==> src/rtl/cpu_step_ctrl.sv <==
`default_nettype none
//============================================================================
// Module  : cpu_step_ctrl
// Brief   : Run/step/halt sequencer that turns debounced buttons into a
//           one-cycle CPU clock enable and counts issued enables.
// Revision: 1.0
//============================================================================
module cpu_step_ctrl #(
   parameter int DEBOUNCE_CYCLES = 500000,
   parameter int RUN_DIV         = 25000000
) (
   input  logic        clk,
   input  logic        rst,
   input  logic        btn_run,
   input  logic        btn_step,
   input  logic        syscall_halt,
   output logic        cpu_en,
   output logic [1:0]  state,
   output logic [31:0] step_count
);

   localparam int c_DB_W  = (DEBOUNCE_CYCLES > 1) ? $clog2(DEBOUNCE_CYCLES) : 1;
   localparam int c_DIV_W = (RUN_DIV > 1) ? $clog2(RUN_DIV) : 1;
   localparam logic [c_DB_W-1:0]  c_DB_MAX  = c_DB_W'(DEBOUNCE_CYCLES - 1);
   localparam logic [c_DIV_W-1:0] c_DIV_MAX = c_DIV_W'(RUN_DIV - 1);

   typedef enum logic [1:0] {
      ST_PAUSE = 2'b00,
      ST_RUN   = 2'b01,
      ST_STEP  = 2'b10,
      ST_HALT  = 2'b11
   } state_t;

   state_t               r_state;
   state_t               w_state_nxt;
   logic [c_DIV_W-1:0]   r_div;
   logic [31:0]          r_step_count;
   logic                 r_live;
   logic [1:0]           w_btn;
   logic [1:0]           w_press;

   assign w_btn = {btn_step, btn_run};

   // r_live marks that the synchronizers hold real samples, not reset values
   always_ff @(posedge clk) begin
      if (rst) r_live <= 1'b0;
      else     r_live <= 1'b1;
   end

   generate
      for (genvar i = 0; i < 2; i++) begin : g_btn
         logic              r_sync1;
         logic              r_sync2;
         logic              r_acc;
         logic              r_acc_q;
         logic              r_armed;
         logic              r_press;
         logic [c_DB_W-1:0] r_cnt;

         // A press is honoured only once the button has been seen released,
         // so a button held through reset cannot fire.
         always_ff @(posedge clk) begin
            if (rst) begin
               r_sync1 <= 1'b0;
               r_sync2 <= 1'b0;
               r_acc   <= 1'b0;
               r_acc_q <= 1'b0;
               r_armed <= 1'b0;
               r_press <= 1'b0;
               r_cnt   <= '0;
            end else begin
               r_sync1 <= w_btn[i];
               r_sync2 <= r_sync1;
               r_acc_q <= r_acc;
               r_press <= r_acc & ~r_acc_q & r_armed;
               if (r_live && !r_sync1) r_armed <= 1'b1;
               if (r_sync2 == r_acc) begin
                  r_cnt <= '0;
               end else if (r_cnt == c_DB_MAX) begin
                  r_acc <= r_sync2;
                  r_cnt <= '0;
               end else begin
                  r_cnt <= r_cnt + c_DB_W'(1);
               end
            end
         end

         assign w_press[i] = r_press;
      end
   endgenerate

   always_ff @(posedge clk) begin
      if (rst) r_state <= ST_PAUSE;
      else     r_state <= w_state_nxt;
   end

   always_comb begin
      w_state_nxt = r_state;
      case (r_state)
         ST_PAUSE: begin
            if (syscall_halt)    w_state_nxt = ST_HALT;
            else if (w_press[0]) w_state_nxt = ST_RUN;
            else if (w_press[1]) w_state_nxt = ST_STEP;
         end
         ST_STEP: w_state_nxt = syscall_halt ? ST_HALT : ST_PAUSE;
         ST_RUN: begin
            if (syscall_halt)    w_state_nxt = ST_HALT;
            else if (w_press[0]) w_state_nxt = ST_PAUSE;
         end
         default: w_state_nxt = ST_HALT;
      endcase
   end

   // Divider runs only while staying in RUN; entering or leaving clears it
   always_ff @(posedge clk) begin
      if (rst) begin
         r_div <= '0;
      end else if (r_state == ST_RUN && w_state_nxt == ST_RUN) begin
         r_div <= (r_div == c_DIV_MAX) ? '0 : r_div + c_DIV_W'(1);
      end else begin
         r_div <= '0;
      end
   end

   always_ff @(posedge clk) begin
      if (rst)         r_step_count <= 32'd0;
      else if (cpu_en) r_step_count <= r_step_count + 32'd1;
   end

   assign cpu_en     = (r_state == ST_STEP) || (r_state == ST_RUN && r_div == c_DIV_MAX);
   assign state      = r_state;
   assign step_count = r_step_count;

endmodule
`default_nettype wire

==> config.mk <==
export PLATFORM = sky130hd
export DESIGN_NAME = cpu_step_ctrl
export DESIGN_NICKNAME = d
export VERILOG_FILES = /design/src/rtl/cpu_step_ctrl.sv
export SDC_FILE = /design/constraint.sdc
export NUM_CORES = 1
export LEC_CHECK = 0
export ABC_AREA = 1
export CAP_MARGIN = 0
export CORE_MARGIN = 2
export CORE_UTILIZATION = 25
export DETAILED_ROUTE_END_ITERATION = 10
export PLACE_DENSITY = 0.39
export SLEW_MARGIN = 20
export SYNTH_ARGS = -nofsm -noshare
export SYNTH_HDL_FRONTEND = slang
export SYNTH_SLANG_ARGS = --single-unit
==> constraint.sdc <==
create_clock -name clk -period 1.86 [get_ports clk]
set_clock_uncertainty 0.15 [all_clocks]
set_input_delay 0.372 -clock clk [delete_from_list [all_inputs] [get_ports clk]]
set_output_delay 0.372 -clock clk [all_outputs]
set_load 0.1 [all_outputs]
==> out/qor.yml <==
fin_crit_sh_pct: 114
p_per_area_mw_per_mm2: 673
ir_worst_vdd_mv: 0.427
drt_wl_total_um: 16800
grt_max_degree: 35
wire_per_inst_um: 12.2
post-route-util_pct: 33.8
vias: 5794
syn_inst: 958
ys.flop_type: "dfxtp_1"
synth_area_leaders: "dfxtp_1 (36%), nand2_1 (17%), nor2_1 (11%)"
crit_slowest_cell: "dfxtp_2"
fin_area_mm2: 0.00815
dp_hpwl_um: 12100
cp_common_cell: "nand3_4"
timing.fmax_ghz: 0.471
cap_violations: 0
nets: 1060
worstReg2RegEnd: "step_count[23]$_SDFFE_PP0P_"
syn2layout_area_growth_pct: 34.2
setup_viol_count_final: 24
yosys.area.top_type: "dfxtp_1"
finalHoldViolations: 0
synth_edf_count: 0
viasPerCell: 4.20
hold_start: "g_btn[1].r_acc_q$_SDFF_PP0_"
num_antenna_cells: 0
track_usage_pct: 13.2
violations: "setup timing"
core_mm2: 0.0241
ys_ff_latch: 110
first_pass_iters: 5
synthDominantCellAreaShare_pct: 36.3
synth_most_common_cell: "nand2_1"
die_w_um: 160
async_reset_ff_share_pct: 0
criticalPathCategory: "register to output port"
start_util_pct: 25.2
hold_class: "register to register"
setup_ws_ns: -0.265
cts_tree: "yes"
dieHeight_um: 160
maxSlewViolCount: 0
die_area_mm2: 0.0256
crit_fanout: 2
io_pins: 40
ys_seq_area_share_pct: 36.3
placed_cell_area_mm2: 0.00759
numPortBuffers: 39
syn_area_mm2: 0.00607
grt_overflow_total: 0
ctsHtreeMaxLevel: 3
relSlewSlack_pct: 72.7
hold_path_depth: 1
crit_path_max_incr_delay_ns: 0.35
cts_buffer_depth: 2
numClockSinks: 110
min_period_ns: 2.12
synth_cell_types: 35
synthTopCellsByCount: "nand2_1 (271), nor2_1 (178), inv_1 (132)"
arrival_ns: 1.60
p_leak_nw: 3.22
status: "complete, but fails checks"
whs_endpoint: "g_btn[1].r_press$_SDFF_PP0_"
antenna_found_initial: 0
crit_path_start_kind: "register"
drt_iter0_drc: 300
crit_chain: "ha_4 > nand2_4 > nor2_8 > nand3_4 > nor2_4 > nand3_4 > nand2_8 > buf_12"
numCtsBuffers: 9
rows: 57
r2r-start: "r_div[0]$_SDFF_PP0_"
syn_avg_cell_area_um2: 6.34
drc: 0
first_global_vias: 5639
end_kind: "output port"
power_mw: 5.48
drive_above_1_share_pct: 20.3
critPathRequiredTime_ns: 1.34
root_buffer: "clkbuf_16"
insertion_delay_ns: 0.36
worst_pin_slew_ns: 0.410
grt_pass1_wl_um: 27500
cts.clk_slew.worst_paths_ns: 0.07
reg2reg_slack_ns: -0.04
place_congestion: 0.819
rsz0062_at_grt: "yes"
yosysWarnings: 0
antenna_left: 0
r2r_cells: 13
synth_nets: 967
postCtsHoldBufs: 0
cells in the final DEF, fill, tap and decap left out, types with 2 or more instances in the layout:
cell type / synthesis / layout
buf_12: 0 / 40
a21oi_1: 34 / 33
nand2_1: 271 / 265
nor3b_1: 2 / 2
nor3_2: 1 / 4
clkbuf_16: 0 / 9
dfxtp_4: 0 / 5
dfxtp_1: 110 / 71
or2_2: 3 / 3
o21ai_0: 10 / 8
nor4_1: 5 / 5
xnor2_1: 6 / 6
nand2_4: 0 / 3
buf_6: 6 / 2
o21ai_1: 0 / 2
inv_1: 132 / 128
nand3_2: 1 / 2
clkdlybuf4s50_1: 0 / 4
nand4_1: 16 / 16
nor2_1: 178 / 168
dfxtp_2: 0 / 34
xor2_1: 28 / 28
nand3_4: 2 / 2
nor2_2: 23 / 23
clkinv_2: 0 / 2
nand3b_1: 7 / 7
buf_4: 1 / 51
nor3_1: 26 / 23
ha_1: 4 / 3
nand2_2: 3 / 6
nor2_4: 1 / 11
inv_2: 1 / 5
nand3_1: 69 / 68
through the flow:
stage / hold WS, ns / setup TNS, ns / setup slack (ns) / cells
after global routing: 0.254 / -2.90 / -0.345 / 1380
after detailed placement: 0.236 / 0 / 0.0243 / 1353
after floorplan: 0.224 / 0 / 0.0000920 / 958
final: 0.242 / -0.754 / -0.265 / 1380
after global placement: 0.237 / 0 / 0.00196 / 1353
after CTS: 0.246 / -0.303 / -0.303 / 1373
final cells by class:
cell class | count | area (µm²)
clock inverters | 7 | 71.3
inverters | 135 | 523
well taps | 324 | 405
flip-flops and latches | 110 | 2260
multi-input cells | 696 | 3380
repair inverters | 2 | 27.5
fillers | 2689 | 16000
repair buffers | 97 | 1250
clock buffers | 9 | 225
worst max-delay path, delay by kind of cell (launching register included):
kind,cells,cell delay [ns]
fa+ha+maj,1,0.15
buf+inv,1,0.17
flops,1,0.35
simple gates,6,0.57
worst max-delay path by stage:
stage	from	endpoint	slack, ns	depth (start not counted)
final	r_div[0]$_SDFF_PP0_	cpu_en	-0.26	8
after global routing	r_div[0]$_SDFF_PP0_	cpu_en	-0.35	8
after CTS	r_div[0]$_SDFF_PP0_	cpu_en	-0.30	8
after detailed placement	r_div[0]$_SDFF_PP0_	cpu_en	0.02	8
after global placement	step_count[1]$_SDFFE_PP0P_	step_count[20]$_SDFFE_PP0P_	0.002	10
after floorplan	step_count[0]$_SDFFE_PP0P_	step_count[20]$_SDFFE_PP0P_	0.00009	10
report_power, final:
group / internal, mW / leakage (nW) / switching, mW
registers: 2.42 / 0.911 / 0.0994
logic: 0.339 / 2.17 / 0.615
clock network: 1.05 / 0.146 / 0.956
total: 3.81 / 3.22 / 1.67
sequential cells by signal (all words and copies together) (netlist names):
| register | count |
|---|---|
| g_btn.r_acc | 2 |
| g_btn.r_acc_q | 2 |
| g_btn.r_armed | 2 |
| g_btn.r_cnt | 38 |
| g_btn.r_press | 2 |
| g_btn.r_sync1 | 2 |
| g_btn.r_sync2 | 2 |
| r_div | 25 |
| r_live | 1 |
| state | 2 |
| step_count | 32 |
cell families after synthesis:
logic type | count (synthesis) | share of synthesized area, %
AO/OA/AOI/OAI | 47 | 3.98
XOR/XNOR | 34 | 4.90
adder cells (fa/ha/maj) | 4 | 0.824
buffers and inverters | 152 | 10.3
flip-flops | 110 | 36.3
AND/OR/NAND/NOR | 611 | 43.7
layer usage:
layer	vias up	GRT usage (%)	share of wire, %
met4	0	3.36	1.5
li1	3148	-	-
met3	20	2.88	2.5
met1	2557	17.7	52
met5	-	0	0
met2	69	21.5	44
repair_timing:
item                                    CTS  global route
pin swaps                                 5             6
resized for setup                         3            53
cloned                                    0             2
endpoints found under the setup margin    1            67
setup buffers                             4             5
endpoints found under the hold margin     0             0
Power figures use the tool's default switching activity.
